$ cat src/rtl/bb_frame_builder.sv
// BBFRAME builder: emits a 10-byte header, then DFL data-field bytes read from the TS FIFO.
// If TS lock is lost mid-frame, the rest of the data field is filled with zero bytes.
module bb_frame_builder (
  input  logic        DCLK_IN,
  input  logic        RST,
  input  logic        FRAME_REQ,
  input  logic [12:0] DFL_BYTES,
  input  logic        nm_or_hem,
  input  logic        SYNC_FOUND,
  input  logic        EMPTY,
  input  logic [7:0]  FIFO_DATA,
  input  logic [7:0]  FIFO_INDEX,
  output logic        RD_REQ,
  output logic [7:0]  DATA_OUT,
  output logic        DVALID_OUT,
  output logic        FRAME_START,
  output logic        FRAME_END,
  output logic        BUSY,
  output logic        PAD_ERR
);

  typedef enum logic [2:0] {IDLE, PREFETCH, CAPTURE, HEADER, DATA, PAD} state_t;

  localparam logic [12:0] DFL_MAX = 13'd6720;

  state_t      state_q, state_d;
  logic [12:0] dfl_q, dfl_d;
  logic        hem_q, hem_d;
  logic [7:0]  first_q, first_d;
  logic [15:0] syncd_q, syncd_d;
  logic [7:0]  crc_q, crc_d;
  logic [3:0]  hdrCnt_q, hdrCnt_d;
  logic [12:0] rdCnt_q, rdCnt_d;
  logic [12:0] outCnt_q, outCnt_d;
  logic        firstSent_q, firstSent_d;
  logic        padPend_q, padPend_d;
  logic        rdPend_q;
  logic        rdReq;
  logic        emit;
  logic [7:0]  hdrByte;
  logic [15:0] dfl8;
  logic [7:0]  dout_d;
  logic        dval_d, fstart_d, fend_d, padErr_d;

  function automatic logic [7:0] crc8Byte(input logic [7:0] crc, input logic [7:0] data);
    logic [7:0] c;
    c = crc ^ data;
    for (int i = 0; i < 8; i++) begin
      c = c[7] ? ({c[6:0], 1'b0} ^ 8'hD5) : {c[6:0], 1'b0};
    end
    return c;
  endfunction

  // Distance in bytes from the first data byte to the next TS sync byte, times 8.
  function automatic logic [15:0] calcSyncd(input logic [7:0] k, input logic hem,
                                            input logic [12:0] dfl);
    logic [7:0] r;
    logic [7:0] kMin;
    r    = 8'd189 - k;
    kMin = hem ? 8'd2 : 8'd1;
    if (k == kMin) begin
      return 16'h0000;
    end else if ((k < kMin) || (k > 8'd188) || ({5'd0, r} >= dfl)) begin
      return 16'hFFFF;
    end else begin
      return {5'd0, r, 3'b000};
    end
  endfunction

  assign dfl8 = {dfl_q, 3'b000};

  always_comb begin
    hdrByte = 8'h00;
    case (hdrCnt_q)
      4'd0:    hdrByte = 8'hF0;
      4'd1:    hdrByte = 8'h00;
      4'd2:    hdrByte = hem_q ? 8'h00 : 8'h05;
      4'd3:    hdrByte = hem_q ? 8'h00 : 8'hE0;
      4'd4:    hdrByte = dfl8[15:8];
      4'd5:    hdrByte = dfl8[7:0];
      4'd6:    hdrByte = hem_q ? 8'h00 : 8'h47;
      4'd7:    hdrByte = syncd_q[15:8];
      4'd8:    hdrByte = syncd_q[7:0];
      default: hdrByte = crc_q ^ {7'd0, hem_q};
    endcase
  end

  always_comb begin
    state_d     = state_q;
    dfl_d       = dfl_q;
    hem_d       = hem_q;
    first_d     = first_q;
    syncd_d     = syncd_q;
    crc_d       = crc_q;
    hdrCnt_d    = hdrCnt_q;
    rdCnt_d     = rdCnt_q;
    outCnt_d    = outCnt_q;
    firstSent_d = firstSent_q;
    padPend_d   = padPend_q;
    rdReq       = 1'b0;
    emit        = 1'b0;
    dout_d      = 8'h00;
    dval_d      = 1'b0;
    fstart_d    = 1'b0;
    fend_d      = 1'b0;
    padErr_d    = 1'b0;
    case (state_q)
      IDLE: begin
        if (FRAME_REQ && (DFL_BYTES != 13'd0)) begin
          dfl_d   = (DFL_BYTES > DFL_MAX) ? DFL_MAX : DFL_BYTES;
          hem_d   = nm_or_hem;
          state_d = PREFETCH;
        end
      end
      PREFETCH: begin
        if (!EMPTY && SYNC_FOUND) begin
          rdReq   = 1'b1;
          state_d = CAPTURE;
        end
      end
      CAPTURE: begin
        first_d     = FIFO_DATA;
        syncd_d     = calcSyncd(FIFO_INDEX, hem_q, dfl_q);
        crc_d       = 8'h00;
        hdrCnt_d    = 4'd0;
        rdCnt_d     = 13'd0;
        outCnt_d    = 13'd0;
        firstSent_d = 1'b0;
        padPend_d   = 1'b0;
        state_d     = HEADER;
      end
      HEADER: begin
        dout_d   = hdrByte;
        dval_d   = 1'b1;
        fstart_d = (hdrCnt_q == 4'd0);
        crc_d    = crc8Byte(crc_q, hdrByte);
        hdrCnt_d = hdrCnt_q + 4'd1;
        if (!SYNC_FOUND) padPend_d = 1'b1;
        if (hdrCnt_q == 4'd9) begin
          if (padPend_q || !SYNC_FOUND) begin
            state_d  = PAD;
            padErr_d = 1'b1;
          end else begin
            state_d = DATA;
          end
        end
      end
      DATA: begin
        // Reads stop as soon as lock drops, so nothing is in flight when PAD starts.
        emit = !firstSent_q || rdPend_q;
        if (!firstSent_q) begin
          dout_d      = first_q;
          firstSent_d = 1'b1;
        end else if (rdPend_q) begin
          dout_d = FIFO_DATA;
        end
        dval_d = emit;
        if (emit) outCnt_d = outCnt_q + 13'd1;
        if (!EMPTY && SYNC_FOUND && (rdCnt_q < (dfl_q - 13'd1))) begin
          rdReq   = 1'b1;
          rdCnt_d = rdCnt_q + 13'd1;
        end
        if (emit && ((outCnt_q + 13'd1) == dfl_q)) begin
          fend_d  = 1'b1;
          state_d = IDLE;
        end else if (!SYNC_FOUND) begin
          state_d  = PAD;
          padErr_d = 1'b1;
        end
      end
      PAD: begin
        dout_d   = 8'h00;
        dval_d   = 1'b1;
        outCnt_d = outCnt_q + 13'd1;
        if ((outCnt_q + 13'd1) == dfl_q) begin
          fend_d  = 1'b1;
          state_d = IDLE;
        end
      end
      default: state_d = IDLE;
    endcase
  end

  assign RD_REQ = rdReq & RST;

  always_ff @(posedge DCLK_IN) begin
    if (!RST) begin
      state_q     <= IDLE;
      dfl_q       <= 13'd0;
      hem_q       <= 1'b0;
      first_q     <= 8'h00;
      syncd_q     <= 16'h0000;
      crc_q       <= 8'h00;
      hdrCnt_q    <= 4'd0;
      rdCnt_q     <= 13'd0;
      outCnt_q    <= 13'd0;
      firstSent_q <= 1'b0;
      padPend_q   <= 1'b0;
      rdPend_q    <= 1'b0;
      DATA_OUT    <= 8'h00;
      DVALID_OUT  <= 1'b0;
      FRAME_START <= 1'b0;
      FRAME_END   <= 1'b0;
      BUSY        <= 1'b0;
      PAD_ERR     <= 1'b0;
    end else begin
      state_q     <= state_d;
      dfl_q       <= dfl_d;
      hem_q       <= hem_d;
      first_q     <= first_d;
      syncd_q     <= syncd_d;
      crc_q       <= crc_d;
      hdrCnt_q    <= hdrCnt_d;
      rdCnt_q     <= rdCnt_d;
      outCnt_q    <= outCnt_d;
      firstSent_q <= firstSent_d;
      padPend_q   <= padPend_d;
      rdPend_q    <= rdReq;
      DATA_OUT    <= dout_d;
      DVALID_OUT  <= dval_d;
      FRAME_START <= fstart_d;
      FRAME_END   <= fend_d;
      BUSY        <= (state_d != IDLE);
      PAD_ERR     <= padErr_d;
    end
  end

endmodule

$ cat config.mk
export PLATFORM = sky130hd
export DESIGN_NAME = bb_frame_builder
export DESIGN_NICKNAME = d
export VERILOG_FILES = /design/src/rtl/bb_frame_builder.sv
export SDC_FILE = /design/constraint.sdc
export NUM_CORES = 1
export LEC_CHECK = 0
export BUFFER_PORTS_ARGS = -buffer_cell sky130_fd_sc_hd__buf_4
export CORE_UTILIZATION = 52
export CTS_BUF_LIST = sky130_fd_sc_hd__clkbuf_8
export DETAILED_ROUTE_END_ITERATION = 12
export PLACE_DENSITY = 0.71
export SLEW_MARGIN = 20
export SYNTH_ARGS = -nofsm -noshare
export SYNTH_HDL_FRONTEND = slang
export SYNTH_SLANG_ARGS = --single-unit
$ cat constraint.sdc
create_clock -name DCLK_IN -period 7.12 [get_ports DCLK_IN]
set_input_delay 0.712 -clock DCLK_IN [delete_from_list [all_inputs] [get_ports DCLK_IN]]
set_output_delay 0.712 -clock DCLK_IN [all_outputs]
set_load 0.01 [all_outputs]
## After elaboration in Yosys (flattened, before gate mapping)

Cells that the tools add are included.

- Add/sub/neg operators: 5
- Order comparisons: 5
- Eq/ne operators: 19
- Mux-type cells: 48
- Bitwise operators: 11
- Reduce and logical (&&, ||, !) cells: 24

Operator list:

| kind | count |
|---|---|
| 2-to-1 mux 8 bit | 11 |
| case mux 8 bit (9 select lines) | 1 |
| NOT 5 bit | 8 |
| 2-to-1 mux 13 bit | 3 |
| case mux 13 bit (3 select lines) | 1 |
| 2-to-1 mux 16 bit | 2 |
| case mux 8 bit (2 select lines) | 2 |
| adder 13 x 1 -> 13 bit (second input constant) | 2 |
| case mux 13 bit (2 select lines) | 1 |
| 2-to-1 mux 3 bit | 7 |
| case mux 3 bit (6 select lines) | 1 |
| equality test 4 x 3 -> 1 bit (second input constant) | 4 |
| equality test 13 bit | 1 |
| >= comparator 8 x 13 -> 1 bit | 1 |
| greater-than comparator 13 bit (second input constant) | 1 |
| less-than comparator 13 bit | 1 |
| nonzero test 13 bit | 1 |
| subtractor 13 x 1 -> 13 bit (second input constant) | 1 |
| case mux 1 bit (2 select lines) | 6 |
| 2-to-1 mux 1 bit | 10 |
| AND reduction 2 bit | 5 |
| equality test 4 x 2 -> 1 bit (second input constant) | 2 |
| equality test 4 bit (second input constant) | 2 |
| equality test 8 x 2 -> 1 bit | 1 |
| 23 further kinds | 37 |

- Register bits after elaboration: 95
- Input bits: 35
- Output and inout port bits: 14
- Word-level logic and storage cells: 130

## Longest topological paths before layout

- Depth in word-level cells: 20
- Depth in mapped cells: 16
- Mapped depth without buffers: 15

## Worst setup path before layout

No wires, ideal clock.

- Path kind: flip-flop to flip-flop
- Start point: reg dfl_q[2]
- End point: reg rdCnt_q[11]
- Library setup time: 0.071 ns
- Arrival: 2.983 ns
- Required time: 7.049 ns
- Setup slack: 4.066 ns
- Stages on the path, launching flop included: 17
- Path buffers: 1
- Clock period less this slack: 3.054 ns
- Cell sequence: dfxtp_1 clkbuf_1 inv_1 nand4_1 nor2_1 nand3_1 nor3_1 xnor2_1 ha_1 a21oi_1 nor2b_1 o21ai_0 nand3_1 a22oi_4 nand3_2 or4_1 a21oi_1

- Word-level cells in the longest chain between the ends: 5

Ends and longest elaborated chain:

| what | line | text |
|---|---|---|
| start: declaration | 27 | `logic [12:0] dfl_q, dfl_d;` |
| start signal: assignment | 208 | `dfl_q <= dfl_d;` |
| subtractor 13 x 1 -> 13 bit | 159 | `if (!EMPTY && SYNC_FOUND && (rdCnt_q < (dfl_q - 13'd1))) begin` |
| less-than comparator 13 bit | 159 |  |
| logical AND 1 bit | 159 |  |
| != test 2 bit (no source line) | n/a |  |
| AND reduction 2 bit (no source line) | n/a |  |
| end signal: assignment | 214 | `rdCnt_q <= rdCnt_d;` |
| end: declaration | 33 | `logic [12:0] rdCnt_q, rdCnt_d;` |

Every way passes these cells.
A chain may end at the register's enable or synchronous reset.

## Worst setup path after layout

- Start point: reg dfl_q[2]
- End point: out RD_REQ

- Word-level cells in the longest chain between the ends: 6

Ends and longest elaborated chain:

| what | line | text |
|---|---|---|
| subtractor 13 x 1 -> 13 bit | 159 |  |
| less-than comparator 13 bit | 159 |  |
| logical AND 1 bit | 159 |  |
| 2-to-1 mux 1 bit | 159 |  |
| case mux 1 bit (2 select lines) | 107 | `case (state_q)` |
| bitwise AND 1 bit | 184 | `assign RD_REQ = rdReq & RST;` |
| end: declaration | 13 | `output logic RD_REQ,` |

Every way passes these cells.

==> impl_metrics.py <==
metrics = {
    "status": {
        "status": "completed",
    },
    "yosys": {
        "syn-num-nets": 771,
        "synth-async-reset-ratio": 0,
        "synthSimpleGateAreaFrac": 0.237,
        "synth_most_common_cell": "nand2_1",
        "synth_cells": 705,
        "synth_compound_area_frac": 0.221,
        "ys_seq_area_frac": 0.308,
        "ys_top_cells_by_count": "nand2_1 (92), dfxtp_1 (88), a21oi_1 (42), nor2_1 (40), xnor2_1 (39)",
        "ys_ff_latch": 88,
        "synth_top_area_frac": 0.308,
        "synth_top_cell_by_area": "dfxtp_1",
        "yosysWarnings": 0,
        "synth_area_um2": 5720,
        "synth_adder_area_share": 0.0678,
        "synth_xor_area_frac": 0.100,
        "synth-edff-count": 0,
        "synthMuxAreaShare": 0.0171,
        "ys.flop_type": "dfxtp_1",
        "synth_top_family_by_area": "simple AND/OR/NAND/NOR gates",
        "synth_area_leaders": "dfxtp_1 (31%), ha_1 (6.8%), nand2_1 (6.0%)",
        "synthDistinctLibCells": 69,
        "syn_area_per_cell_um2": 8.11,
    },
    "detailed_routing": {
        "drtAntennaViolNets": 0,
        "wire_per_inst_um": 16.7,
        "initialDrtViolationCount": 330,
        "vias": 5153,
        "drc": 0,
        "wl_mm": 14.5,
        "vias_per_cell": 5.94,
        "first_pass_iters": 5,
    },
    "final_layout": {
        "final_nets": 792,
        "diodes": 0,
        "multi_input_area_um2": 3680,
        "nFillCells": 955,
        "drive_gt1_frac": 0.119,
        "final-seq-area_um2": 1760,
        "area_growth_pct": 10.3,
    },
    "cts": {
        "cts_root_buf": "clkbuf_8",
        "hold_buffers": 0,
        "clock_latency_ns": 0.36,
        "cts_tree": "yes",
        "postCtsSetupRepairBufs": 0,
        "clkSinkCount": 88,
        "cts_inserted_buffers": 9,
        "cts_buffer_depth": 2,
        "h-tree-depth": 3,
        "path_clk_slew_ns": 0.08,
        "cts-resized-gates": 0,
    },
    "power_and_ir_drop": {
        "finalPower_uw": 1160,
        "vdd_ir_drop_max_mv": 0.107,
        "power.leakage_uw": 0.00249,
        "power.density_nw_per_um2": 184,
    },
    "placed_design": {
        "place_congestion": 0.940,
        "dp_hpwl_mm": 10.8,
        "port_buffers": 48,
    },
    "global_route": {
        "antenna_found_initial": 0,
        "grt_pass1_wl_mm": 22.9,
        "track_usage": 0.258,
        "grt_pass1_vias": 4637,
        "overflow": 0,
        "grt_max_degree": 54,
    },
    "critical_path": {
        "arrival_ns": 3.00,
        "crit_required_ns": 6.41,
        "reg2reg_slack_ns": 3.74,
        "crit_type": "reg2out",
        "crit_path_max_fanout": 8,
        "endpoint_kind": "output port",
        "crit_path_start_kind": "flip-flop",
    },
    "die": {
        "rows": 37,
        "die_w_um": 107,
        "start_util": 0.544,
        "dieArea_um2": 11400,
        "fp.dieH_um": 107,
        "io_pins": 49,
        "coreArea_um2": 10500,
    },
    "hold_path": {
        "holdCritPathClass": "reg2reg",
    },
    "sta": {
        "slew_headroom": 0.372,
        "rsz0062_at_grt": "false",
        "slew_viol_final": 0,
        "fmax_ghz": 0.270,
        "final-hold-violation-count": 0,
        "post-route-period-util": 0.521,
        "finalSetupViolCount": 0,
        "skew_ns": 0.0130,
        "tightest_slew_ns": 0.940,
        "finalCriticalPeriod_ns": 3.71,
        "hold_slack_ns": 0.464,
        "tns_ns": 0,
    },
    "flow_run": {
        "drv_cap": 0,
    },
}
-- stage by stage --
stage | setup WS (ns) | instances | utilization | area [um2]
after global routing | 3.16 | 867 | 0.600 | 6310
final | 3.41 | 867 | 0.600 | 6310
after global placement | 3.88 | 851 | 0.577 | 6060
after floorplan | 4.07 | 705 | - | 5720
after detailed placement | 3.81 | 851 | 0.577 | 6060
after CTS | 3.44 | 867 | 0.600 | 6310
-- sequential cells by signal (all words and copies together), names as in the netlist --
| register | cells |
|---|---|
| BUSY | 1 |
| DATA_OUT | 8 |
| DVALID_OUT | 1 |
| FRAME_END | 1 |
| FRAME_START | 1 |
| PAD_ERR | 1 |
| crc_q | 8 |
| dfl_q | 13 |
| firstSent_q | 1 |
| first_q | 8 |
| hdrCnt_q | 4 |
| hem_q | 1 |
| outCnt_q | 13 |
| padPend_q | 1 |
| rdCnt_q | 13 |
| rdPend_q | 1 |
| state_q | 3 |
| syncd_q | 9 |
-- cell families after synthesis --
family / Yosys count
simple gates: 270
xor+xnor: 62
mux: 9
compound gates: 185
flops: 88
buf+inv: 60
fa+ha+maj: 31
-- final timing paths --
check,cells past startpoint,to,start
min,2,first_q[4],first_q[4]
max reg2reg,15,rdCnt_q[9],dfl_q[2]
min reg2reg,2,first_q[4],first_q[4]
max,14,RD_REQ,dfl_q[2]
-- critical path, stage by stage, from the launching register on --
cell and delay [ns]:
dfxtp_1 0.41, inv_1 0.16, nand4_1 0.11, nor2_1 0.18
nand3_1 0.15, nor3_1 0.21, xnor2_1 0.15, ha_1 0.26
a21oi_1 0.13, nor2b_1 0.06, o21ai_0 0.14, nand3_1 0.15
o22ai_1 0.24, and2_1 0.16, buf_4 0.12
-- per-layer routing --
layer  wire [um]  track usage  up-vias
met5           0            0        -
met4         318       0.0802        0
met3         727       0.0419       24
met1        6610        0.339     2419
li1            -            -     2547
met2        6800        0.433      163
-- final cells by class --
class | instances | area share
Clock buffer | 10 | 0.0218
Timing Repair Buffer | 50 | 0.0595
Clock inverter | 6 | 0.0171
Multi-Input combinational cell | 557 | 0.583
Tap cell | 136 | 0.0270
Sequential cell | 88 | 0.279
Inverter | 20 | 0.0119
-- placed cells by master (no fill, tap or decap), drive strengths merged, types with 3 or more instances in the layout --
master,count
mux2i,9
ha,31
dfxtp,88
nand2b,10
a32oi,7
inv,21
a211oi,3
a22oi,18
a22o,4
a21boi,15
o22ai,8
o21a,11
bufinv,3
clkbuf,10
or3,5
nand3,26
and2,9
nor2b,37
nand4,9
nor3,17
xnor2,39
nor4,7
nor2,41
a31oi,9
nand2,92
or4,4
o211ai,4
buf,50
xor2,21
a21oi,44
and3,8
o21ai,41
-- report_power, final --
| part | switching (uW) | internal, uW |
|---|---|---|
| sequential | 20.6 | 504 |
| clock | 177 | 241 |
| combinational | 120 | 96.4 |
No activity file was read; power rests on OpenSTA's default activity.
